**config.mk**
```make
export PLATFORM = sky130hd
export DESIGN_NAME = execute_stage
export DESIGN_NICKNAME = d
export VERILOG_FILES = /design/src/rtl/constants_pkg.sv /design/src/rtl/instruction_pkg.sv /design/src/rtl/muldiv_unit.sv /design/src/rtl/execute_stage.sv
export SDC_FILE = /design/constraint.sdc
export NUM_CORES = 2
export LEC_CHECK = 0
export CAP_MARGIN = 30
export CORE_MARGIN = 8
export CORE_UTILIZATION = 49
export CTS_CLUSTER_DIAMETER = 30
export CTS_CLUSTER_SIZE = 40
export DETAILED_ROUTE_END_ITERATION = 10
export PLACE_DENSITY_LB_ADDON = 0.12
export SLEW_MARGIN = 20
export SYNTH_ARGS = -nofsm -noshare
export SYNTH_HDL_FRONTEND = slang
export SYNTH_HIERARCHICAL = 1
export SYNTH_SLANG_ARGS = --single-unit
export TNS_END_PERCENT = 50
```
**constraint.sdc**
```tcl
create_clock -name clk -period 21.4 [get_ports clk]
set_input_delay 5.35 -clock clk [delete_from_list [all_inputs] [get_ports clk]]
set_output_delay 5.35 -clock clk [all_outputs]
set_load 0.02 [all_outputs]
```
**src/rtl/constants_pkg.sv**
```systemverilog
// Shared constants for the RV32IM execute stage: datapath width,
// muldiv step count and the major opcodes/funct fields it decodes.
package constants_pkg;

    localparam int XLEN      = 32;
    localparam int MDU_STEPS = 32;

    localparam logic [6:0] OPCODE_OP     = 7'b0110011;
    localparam logic [6:0] OPCODE_OPIMM  = 7'b0010011;
    localparam logic [6:0] OPCODE_BRANCH = 7'b1100011;
    localparam logic [6:0] OPCODE_JAL    = 7'b1101111;
    localparam logic [6:0] OPCODE_JALR   = 7'b1100111;
    localparam logic [6:0] OPCODE_LUI    = 7'b0110111;
    localparam logic [6:0] OPCODE_AUIPC  = 7'b0010111;
    localparam logic [6:0] OPCODE_LOAD   = 7'b0000011;
    localparam logic [6:0] OPCODE_STORE  = 7'b0100011;

    localparam logic [6:0] FUNCT7_MULDIV = 7'b0000001;

endpackage

```
**src/rtl/instruction_pkg.sv**
```systemverilog
// Decoded-instruction payload passed between pipeline stages, the
// muldiv FSM state type, and operand-signedness helpers for M-ops.
package instruction_pkg;

    typedef struct packed {
        logic                           valid;
        logic [constants_pkg::XLEN-1:0] pc;
        logic [6:0]                     opcode;
        logic [2:0]                     funct3;
        logic [6:0]                     funct7;
        logic [constants_pkg::XLEN-1:0] rs1_data;
        logic [constants_pkg::XLEN-1:0] rs2_data;
        logic [constants_pkg::XLEN-1:0] imm;
        logic [4:0]                     rd;
        logic [constants_pkg::XLEN-1:0] alu_result;
        logic                           reg_data_ready;
    } inst_decoded_t;

    typedef enum logic [1:0] {
        IDLE,
        BUSY,
        DONE
    } mdu_state_e;

    // rs1 is signed for MUL/MULH/MULHSU and for DIV/REM.
    function automatic logic mdu_a_signed(input logic [2:0] funct3);
        return funct3[2] ? ~funct3[0] : (funct3 != 3'b011);
    endfunction

    // rs2 is signed for MUL/MULH and for DIV/REM.
    function automatic logic mdu_b_signed(input logic [2:0] funct3);
        return funct3[2] ? ~funct3[0] : ~funct3[1];
    endfunction

endpackage

```
**src/rtl/muldiv_unit.sv**
```systemverilog
// Iterative radix-2 multiply/divide unit. Works on operand magnitudes
// (shift-add for MUL*, restoring division for DIV/REM) and applies the
// sign fix-up and division corner cases when the result is read in DONE.
module muldiv_unit
    import instruction_pkg::*;
(
    input  logic        clk,
    input  logic        rst,
    input  logic        start,
    input  logic [2:0]  funct3,
    input  logic [31:0] a,
    input  logic [31:0] b,
    output logic        busy,
    output logic        done,
    input  logic        ack,
    output logic [31:0] result
);
    import constants_pkg::*;

    mdu_state_e  state;
    logic [4:0]  count;
    logic [2:0]  f3_q;
    logic [31:0] a_q;
    logic [31:0] b_q;
    logic [63:0] acc;          // mul: {hi, multiplier}; div: {remainder, quotient}

    logic        start_a_neg;
    logic [31:0] start_a_mag;
    logic        is_div;
    logic        a_neg;
    logic        b_neg;
    logic [31:0] b_mag;

    logic [32:0] mul_sum;
    logic [31:0] rem_shift;
    logic        div_ge;
    logic [31:0] rem_trial;
    logic [63:0] step_next;

    logic [63:0] product;
    logic [31:0] mul_res;
    logic [31:0] quot;
    logic [31:0] rem;
    logic [31:0] div_res;

    assign start_a_neg = a[31] & mdu_a_signed(funct3);
    assign start_a_mag = start_a_neg ? -a : a;

    assign is_div = f3_q[2];
    assign a_neg  = a_q[31] & mdu_a_signed(f3_q);
    assign b_neg  = b_q[31] & mdu_b_signed(f3_q);
    assign b_mag  = b_neg ? -b_q : b_q;

    assign busy = (state == BUSY);
    assign done = (state == DONE);

    // Next value of the accumulator after one shift-add or restoring step.
    always_comb begin
        mul_sum   = {1'b0, acc[63:32]} + {1'b0, (acc[0] ? b_mag : 32'd0)};
        // Remainder is always below the divisor, so a set top bit means the
        // 33-bit shifted value must exceed it; the 32-bit wrapped difference
        // is then exact.
        rem_shift = {acc[62:32], acc[31]};
        div_ge    = acc[63] | (rem_shift >= b_mag);
        rem_trial = div_ge ? (rem_shift - b_mag) : rem_shift;
        step_next = is_div ? {rem_trial, acc[30:0], div_ge}
                           : {mul_sum, acc[31:1]};
    end

    // Sign restoration and division corner cases applied to the final value.
    always_comb begin
        product = (a_neg ^ b_neg) ? -acc : acc;
        mul_res = (f3_q[1:0] == 2'b00) ? product[31:0] : product[63:32];
        quot    = (a_neg ^ b_neg) ? -acc[31:0] : acc[31:0];
        rem     = a_neg ? -acc[63:32] : acc[63:32];
        if (b_q == '0) begin
            quot = '1;
            rem  = a_q;
        end else if (!f3_q[0] && (a_q == 32'h8000_0000) && (b_q == '1)) begin
            quot = 32'h8000_0000;
            rem  = '0;
        end
        div_res = f3_q[1] ? rem : quot;
        result  = is_div ? div_res : mul_res;
    end

    // Control FSM: IDLE -> BUSY for MDU_STEPS cycles -> DONE until acknowledged.
    always_ff @(posedge clk) begin
        // NOTE: sequential state uses non-blocking assignments so every
        // register samples pre-edge values regardless of statement order.
        if (rst) begin
            state <= IDLE;
            count <= '0;
        end else begin
            case (state)
                IDLE: begin
                    if (start) begin
                        state <= BUSY;
                        count <= '0;
                    end
                end
                BUSY: begin
                    if (count == 5'(MDU_STEPS - 1)) begin
                        state <= DONE;
                        count <= '0;
                    end else begin
                        count <= count + 5'd1;
                    end
                end
                DONE: begin
                    if (ack) begin
                        state <= IDLE;
                    end
                end
                default: state <= IDLE;
            endcase
        end
    end

    // Operand latch at start and one datapath step per BUSY cycle.
    always_ff @(posedge clk) begin
        // NOTE: datapath registers carry no reset; the FSM guarantees they are
        // loaded on start before anything reads them.
        if ((state == IDLE) && start) begin
            f3_q <= funct3;
            a_q  <= a;
            b_q  <= b;
            acc  <= {32'd0, start_a_mag};
        end else if (state == BUSY) begin
            acc <= step_next;
        end
    end

endmodule

```
**src/rtl/execute_stage.sv**
```systemverilog
// RV32IM execute stage: single-cycle ALU, branch/jump resolution, the
// EX/MEM pipeline register, and the iterative muldiv unit which stalls
// decode while it works.
module execute_stage
    import instruction_pkg::*;
#(
    parameter int XLEN  = 32,
    parameter bit M_EXT = 1'b1
) (
    input  logic            clk,
    input  logic            rst,
    input  inst_decoded_t   inst_exe_in,
    output inst_decoded_t   inst_exe_out,
    input  logic            stall_exe_in,
    output logic            stall_exe_out,
    output logic            branch_taken,
    output logic [XLEN-1:0] branch_target
);
    import constants_pkg::*;

    logic [XLEN-1:0] rs1;
    logic [XLEN-1:0] rs2;
    logic [XLEN-1:0] imm;
    logic [XLEN-1:0] pc;
    logic [XLEN-1:0] op_b;
    logic [4:0]      shamt;

    logic            is_mop;
    logic            legal;
    logic [XLEN-1:0] alu_result;
    logic            reg_ready;
    logic            br_taken;
    logic [XLEN-1:0] br_target;

    logic            mdu_start;
    logic            mdu_busy;
    logic            mdu_done;
    logic [XLEN-1:0] mdu_result;
    inst_decoded_t   m_inst;

    assign rs1   = inst_exe_in.rs1_data;
    assign rs2   = inst_exe_in.rs2_data;
    assign imm   = inst_exe_in.imm;
    assign pc    = inst_exe_in.pc;
    assign op_b  = (inst_exe_in.opcode == OPCODE_OPIMM) ? imm : rs2;
    assign shamt = op_b[4:0];

    assign is_mop = (inst_exe_in.opcode == OPCODE_OP) &&
                    (inst_exe_in.funct7 == FUNCT7_MULDIV);

    // Decode holds while the unit is working, finishing, or memory is stalled.
    assign stall_exe_out = stall_exe_in | mdu_busy | mdu_done;
    assign mdu_start     = M_EXT && inst_exe_in.valid && is_mop && !stall_exe_out;

    muldiv_unit u_muldiv (
        .clk    (clk),
        .rst    (rst),
        .start  (mdu_start),
        .funct3 (inst_exe_in.funct3),
        .a      (rs1),
        .b      (rs2),
        .busy   (mdu_busy),
        .done   (mdu_done),
        .ack    (!stall_exe_in),
        .result (mdu_result)
    );

    // Single-cycle ALU, address/link generation and branch resolution.
    always_comb begin
        // NOTE: every output gets a default first so no path leaves one
        // unassigned, which would otherwise infer a latch.
        alu_result = '0;
        reg_ready  = 1'b1;
        br_taken   = 1'b0;
        br_target  = '0;
        legal      = 1'b1;
        case (inst_exe_in.opcode)
            OPCODE_OP, OPCODE_OPIMM: begin
                legal = !is_mop;
                case (inst_exe_in.funct3)
                    3'b000: alu_result = ((inst_exe_in.opcode == OPCODE_OP) && inst_exe_in.funct7[5])
                                         ? (rs1 - op_b) : (rs1 + op_b);
                    3'b001: alu_result = rs1 << shamt;
                    3'b010: alu_result = {31'd0, ($signed(rs1) < $signed(op_b))};
                    3'b011: alu_result = {31'd0, (rs1 < op_b)};
                    3'b100: alu_result = rs1 ^ op_b;
                    3'b101: alu_result = inst_exe_in.funct7[5] ? $unsigned($signed(rs1) >>> shamt)
                                                               : (rs1 >> shamt);
                    3'b110: alu_result = rs1 | op_b;
                    default: alu_result = rs1 & op_b;
                endcase
            end
            OPCODE_LUI:   alu_result = imm;
            OPCODE_AUIPC: alu_result = pc + imm;
            OPCODE_LOAD: begin
                alu_result = rs1 + imm;
                reg_ready  = 1'b0;
            end
            OPCODE_STORE: alu_result = rs1 + imm;
            OPCODE_JAL: begin
                alu_result = pc + 32'd4;
                br_taken   = 1'b1;
                br_target  = pc + imm;
            end
            OPCODE_JALR: begin
                alu_result = pc + 32'd4;
                br_taken   = 1'b1;
                br_target  = (rs1 + imm) & ~32'd1;
            end
            OPCODE_BRANCH: begin
                br_target = pc + imm;
                case (inst_exe_in.funct3)
                    3'b000:  br_taken = (rs1 == rs2);
                    3'b001:  br_taken = (rs1 != rs2);
                    3'b100:  br_taken = ($signed(rs1) <  $signed(rs2));
                    3'b101:  br_taken = ($signed(rs1) >= $signed(rs2));
                    3'b110:  br_taken = (rs1 <  rs2);
                    3'b111:  br_taken = (rs1 >= rs2);
                    default: legal    = 1'b0;
                endcase
            end
            default: legal = 1'b0;
        endcase
    end

    // EX/MEM register and branch pulse: hold under downstream stall, else
    // load the muldiv result, a single-cycle result, or a bubble.
    always_ff @(posedge clk) begin
        if (rst) begin
            inst_exe_out  <= '0;
            branch_taken  <= 1'b0;
            branch_target <= '0;
        end else if (!stall_exe_in) begin
            inst_exe_out  <= '0;
            branch_taken  <= 1'b0;
            branch_target <= '0;
            if (mdu_done) begin
                inst_exe_out                <= m_inst;
                inst_exe_out.alu_result     <= mdu_result;
                inst_exe_out.reg_data_ready <= 1'b1;
            end else if (!mdu_busy && inst_exe_in.valid && legal) begin
                inst_exe_out                <= inst_exe_in;
                inst_exe_out.alu_result     <= alu_result;
                inst_exe_out.reg_data_ready <= reg_ready;
                branch_taken                <= br_taken;
                branch_target               <= br_target;
            end
        end
    end

    // Payload of the accepted M-op, replayed when its result is registered.
    always_ff @(posedge clk) begin
        if (mdu_start) begin
            m_inst <= inst_exe_in;
        end
    end

endmodule

```
# Yosys cells after proc, flatten, opt, wreduce, memory -nomap -nowiden
# Index checks and enable logic that the tools add are counted.
dict set report totals {
  register_bits 506
  wordCells 165
}
dict set report classes {
  n_addsub 13
  n_lt_le_gt_ge 7
  n_eq_ne 29
  shifts 3
  mux 44
  n_bitwise 13
  reduce_logical 27
}
# cell n
set op_table {}
lappend op_table {{$mux 32} 20}
lappend op_table {{$mux 184} 2}
lappend op_table {{$pmux 32 s7} 1}
lappend op_table {{$pmux 32 s5} 1}
lappend op_table {{$lt 32x32->1} 4}
lappend op_table {{$mux 64} 2}
lappend op_table {{$neg 32->32} 4}
lappend op_table {{$add 32x32->32} 3}
lappend op_table {{$ge 32x32->1} 3}
lappend op_table {{$eq 32x32->1 const B} 2}
lappend op_table {{$neg 64->64} 1}
lappend op_table {{$pmux 32 s2} 1}
lappend op_table {{$sub 32x32->32} 2}
lappend op_table {{$add 32x32->33} 1}
lappend op_table {{$add 32x3->32 const B} 1}
lappend op_table {{$and 32x32->32} 1}
lappend op_table {{$eq 32x32->1} 1}
lappend op_table {{$logic_not 32->1} 1}
lappend op_table {{$ne 32x32->1} 1}
lappend op_table {{$or 32x32->32} 1}
lappend op_table {{$shl 32x5->32} 1}
lappend op_table {{$shr 32x5->32} 1}
lappend op_table {{$sshr 32x5->32} 1}
lappend op_table {{$xor 32x32->32} 1}
lappend op_table {{other kinds (36)} 79}

# Depth between registers and ports, before layout
dict set report logic_depth {
  word_depth 10
  mapped_depth 22
  mapped_depth_nobuf 18
}

# By module
# Netlist, hierarchy kept.
# mod n_inst cells_per_inst area_per_inst_um2 seq_area_each_um2
set by_module_without_submodules {}
lappend by_module_without_submodules {execute_stage 1 3716 30246.5 8878.5}
lappend by_module_without_submodules {muldiv_unit 1 1743 13777.0 3753.6}

# Worst setup path after synthesis
# Ideal clock, no wire load.
dict set report synth_timing {
  kind {input-to-reg}
  from {input port inst_exe_in[150] in the netlist's numbering}
  to {register u_muldiv.acc[1] (data pin)}
  setup_time_ns 0.376
  arrival_time_ns 21.266
  required_time_ns 21.024
  setup_slack_ns -0.242
  path_stages 12
  path_buffers 6
  path_cell_list {and3b_1 -> buf_2 -> buf_4 -> buf_4 -> buf_2 -> nand3_1 -> nor3_1 -> nand2b_1 -> nor2_1 -> clkbuf_1 -> buf_1 -> a31oi_1}
}
dict set report synth_between {
  elab_chain_len 6
}
# element line
set synth_rtl {}
lappend synth_rtl {{start, declared} execute_stage.sv:12} ;# input inst_decoded_t inst_exe_in,
lappend synth_rtl {{$eq 7x6->1} execute_stage.sv:48} ;# assign is_mop = (inst_exe_in.opcode == OPCODE_OP) &&
lappend synth_rtl {{$logic_and 1x1->1} execute_stage.sv:48}
lappend synth_rtl {{$logic_and 1x1->1 (2 in series)} execute_stage.sv:53} ;# assign mdu_start = M_EXT && inst_exe_in.valid && is_mop && !stall_exe_out;
lappend synth_rtl {{via mdu_start} execute_stage.sv:35} ;# logic mdu_start;
lappend synth_rtl {{$logic_and 1x1->1} muldiv_unit.sv:124} ;# if ((state == IDLE) && start) begin
lappend synth_rtl {{$mux 32} muldiv_unit.sv:124}
lappend synth_rtl {{end signal, assigned} muldiv_unit.sv:128} ;# acc <= {32'd0, start_a_mag};
lappend synth_rtl {{end signal, assigned} muldiv_unit.sv:130} ;# acc <= step_next;
lappend synth_rtl {{end, declared} muldiv_unit.sv:25} ;# logic [63:0] acc;
# The timed path passes the listed nets, and every way through them passes these cells.
# A chain may end at the register's enable or synchronous reset.

# Worst setup path after layout
dict set report layout_timing {
  from {input port stall_exe_in}
  to {output port stall_exe_out}
}
dict set report layout_between {
  elab_chain_len 2
}
# element line
set layout_rtl {}
lappend layout_rtl {{start, declared} execute_stage.sv:14} ;# input logic stall_exe_in,
lappend layout_rtl {{$or 1x1->1 (2 in series)} execute_stage.sv:52} ;# assign stall_exe_out = stall_exe_in | mdu_busy | mdu_done;
lappend layout_rtl {{end, declared} execute_stage.sv:15} ;# output logic stall_exe_out,
# Every way passes these cells.

==> flow_metrics.tcl <==
set metrics [dict create \
    finalCriticalPeriod_ns 12.22 \
    grt_setup_unrepaired "no" \
    fin_crit_sh_pct 57.1 \
    combPwrFrac_pct 17.7 \
    cap_viol_max_count 0 \
    area_delta_synth_final_pct 21.8 \
    dpl.hpwl_um 159000 \
    cts_buffer_depth 3 \
    synth_edf_count 250 \
    synth_seq_area_share_pct 28.7 \
    track_usage_pct 41.9 \
    layout_setup_ws_ns 9.18 \
    critical_path_required_ns 16.05 \
    port-buffer-count 371 \
    core-area_sq_um 89600 \
    htree_levels 4 \
    synth-async-reset-ratio_pct 0 \
    sw_frac_of_total_pct 29.8 \
    fill_cells 8128 \
    start_util_pct 49.1 \
    grt_pass1_wl_um 311000 \
    vias 48111 \
    tns_ns 0 \
    synth_seq_cells 506 \
    worstSkewPairLatency_ns 0.75 \
    synth.distinct_cells 119 \
    synth_most_common_cell "nor2_1" \
    gp_congestion 1.07 \
    dieArea_sq_um 99700 \
    dr.pass1.iters 6 \
    cts_tree "yes" \
    slew_violations 0 \
    ant_nets 0 \
    multi_input_area_sq_um 29000 \
    dp_slack_ns 9.22 \
    post_cts_buffers 0 \
    synth-main-ff-cell "dfxtp_1" \
    path_clk_slew_ns 0.04 \
    die_w_um 316 \
    drive_gt1_share_pct 8.97 \
    status "complete, no violations" \
    drt-initial-drc-count 6818 \
    p_clk_share_pct 55.5 \
    max-vdd-ir-drop_v 0.0000716 \
    netlist_instances 5459 \
    intPower_mw 2.73 \
    dp.cells 6728 \
    synth_top_cells_by_area "edfxtp_1, dfxtp_1, ha_1" \
    antenna_found_initial 19 \
    rows 110 \
    timing.slew.headroom_pct 18.2 \
    cts_sinks 506 \
    hold_path_class "reg -> reg" \
    yosys.area.top_type_share_pct 17.1 \
    first_global_vias 45203 \
    ys_top_cells_by_count "nor2_1, a21oi_1, nand2_1, o21ai_0, clkbuf_1" \
    cts_made_buffers 131 \
    power_density_nw_per_um2 72.7 \
    wirelength_um 218000 \
    fin_cells 6984 \
    via_per_inst 6.89 \
    wl_per_cell_um 31.3 \
    synth_largest_area_cell "edfxtp_1" \
    synth_nets 5907 \
    worstPathMaxFanout 66 \
    cts.hold.buffers_added 0 \
    avgSynthCellArea_sq_um 8.06 \
    ff_latch_area_sq_um 12600 \
    final_nets 6138 \
    worst_pin_slew_ns 1.20 \
    start_kind "input pin" \
    die_h_um 316 \
    overflow 0 \
    fin_skew_ns 0.0265 \
    finalHoldViolations 0 \
    cp-end-kind "output port" \
    cts_resized 0 \
    num_io_pins 405 \
    worst-setup-path-type "in -> out" \
    r2r_slack_ns 14.99 \
    drcViolationCount 0 \
    synth_warnings 6 \
    syn_area_sq_um 44000 \
    setup_viol 0 \
    arrival_ns 6.87 \
    seq_power_share_pct 26.8 \
    max_freq_mhz 81.8 \
    netSwitchingPower_mw 1.16 \
    cts_root_buf "clkbuf_16" \
    grt_max_degree 156 \
    p_leak_nw 20.3 \
]
## state kept, by name (all words and copies together), names as in the netlist, 3 cells and up
name	cells
inst_exe_out	184
u_muldiv/a_q	32
u_muldiv/acc	64
u_muldiv/f3_q	3
m_inst	151
u_muldiv/count	5
branch_target	32
u_muldiv/b_q	32
## layout by cell type (no fill, tap or decap), drive strengths merged, types with 66 or more instances in the layout
cell type / netlist / final
o211ai: 78 / 78
a221o: 170 / 170
nor3: 101 / 101
a21oi: 486 / 486
buf: 101 / 146
edfxtp: 250 / 250
a21o: 70 / 70
clkbuf: 316 / 154
nand2: 481 / 481
nand3: 106 / 106
a211oi: 126 / 126
nor2: 516 / 516
dfxtp: 256 / 256
xor2: 116 / 116
inv: 188 / 203
clkdlybuf4s50: 0 / 367
a31oi: 66 / 66
nand2b: 76 / 76
o21ai: 490 / 490
ha: 256 / 256
xnor2: 191 / 191
mux2i: 108 / 108
## critical path, cell delays in order
cell and delay (ns):
clkbuf_8 0.30, or3_1 0.56, clkdlybuf4s50_1 0.58
## final cells by class
class	instances	area share, %
Inverter	188	1.32
Antenna cell	8	0.0373
Tap cell	1176	2.74
Sequential cell	506	23.6
Clock buffer	153	6.46
Clock inverter	90	2.56
Timing Repair Buffer	515	9.18
Multi-Input combinational cell	4348	54.1
## per-stage QoR
step	hold slack, ns	cell area, sq um	utilization, %	power (mW)
floorplan	0.417	44000	-	1.44
global placement	0.445	48600	54.2	1.72
detailed placement	0.455	48700	54.3	1.72
CTS	0.462	53500	59.7	3.88
global route	0.478	53600	59.8	3.99
finish	0.460	53600	59.9	3.90
## worst paths after layout
| path | startpoint | endpoint | cells after the start |
|---|---|---|---|
| max | stall_exe_in | stall_exe_out | 3 |
| min | branch_target[5] | branch_target[5] | 2 |
| max reg2reg | u_muldiv/b_q[3] | u_muldiv/acc[45] | 16 |
| min reg2reg | branch_target[5] | branch_target[5] | 2 |
## power groups by stage
stage | sequential (mW) | clock (mW) | combinational, mW
after floorplan | 1.08 | 0 | 0.367
after global placement | 1.06 | 0 | 0.657
after detailed placement | 1.06 | 0 | 0.658
after CTS | 1.04 | 2.18 | 0.663
after global routing | 1.04 | 2.22 | 0.721
final | 1.04 | 2.16 | 0.689
## cells by family (layout without fill, tap and decap cells)
| family | after synthesis | in the layout | synth area share (%) |
|---|---|---|---|
| buffers and inverters | 605 | 946 | 5.58 |
| multiplexers | 166 | 166 | 4.15 |
| XOR/XNOR | 307 | 307 | 6.11 |
| other | 0 | 8 | 0 |
| AO/OA/AOI/OAI | 2000 | 2000 | 30.7 |
| adder cells (fa/ha/maj) | 261 | 261 | 7.50 |
| flip-flops | 506 | 506 | 28.7 |
| AND/OR/NAND/NOR | 1614 | 1614 | 17.3 |
## per-layer routing
layer  part of all wire [%]  track usage [%]  vias to the layer above
met5                  0.022                0                        -
met2                     43             63.7                     3046
li1                       -                -                    21107
met3                     11             11.7                      809
met1                     37             51.1                    23143
met4                    8.3             29.3                        6
Note: power is estimated with default switching activity, not from simulation.
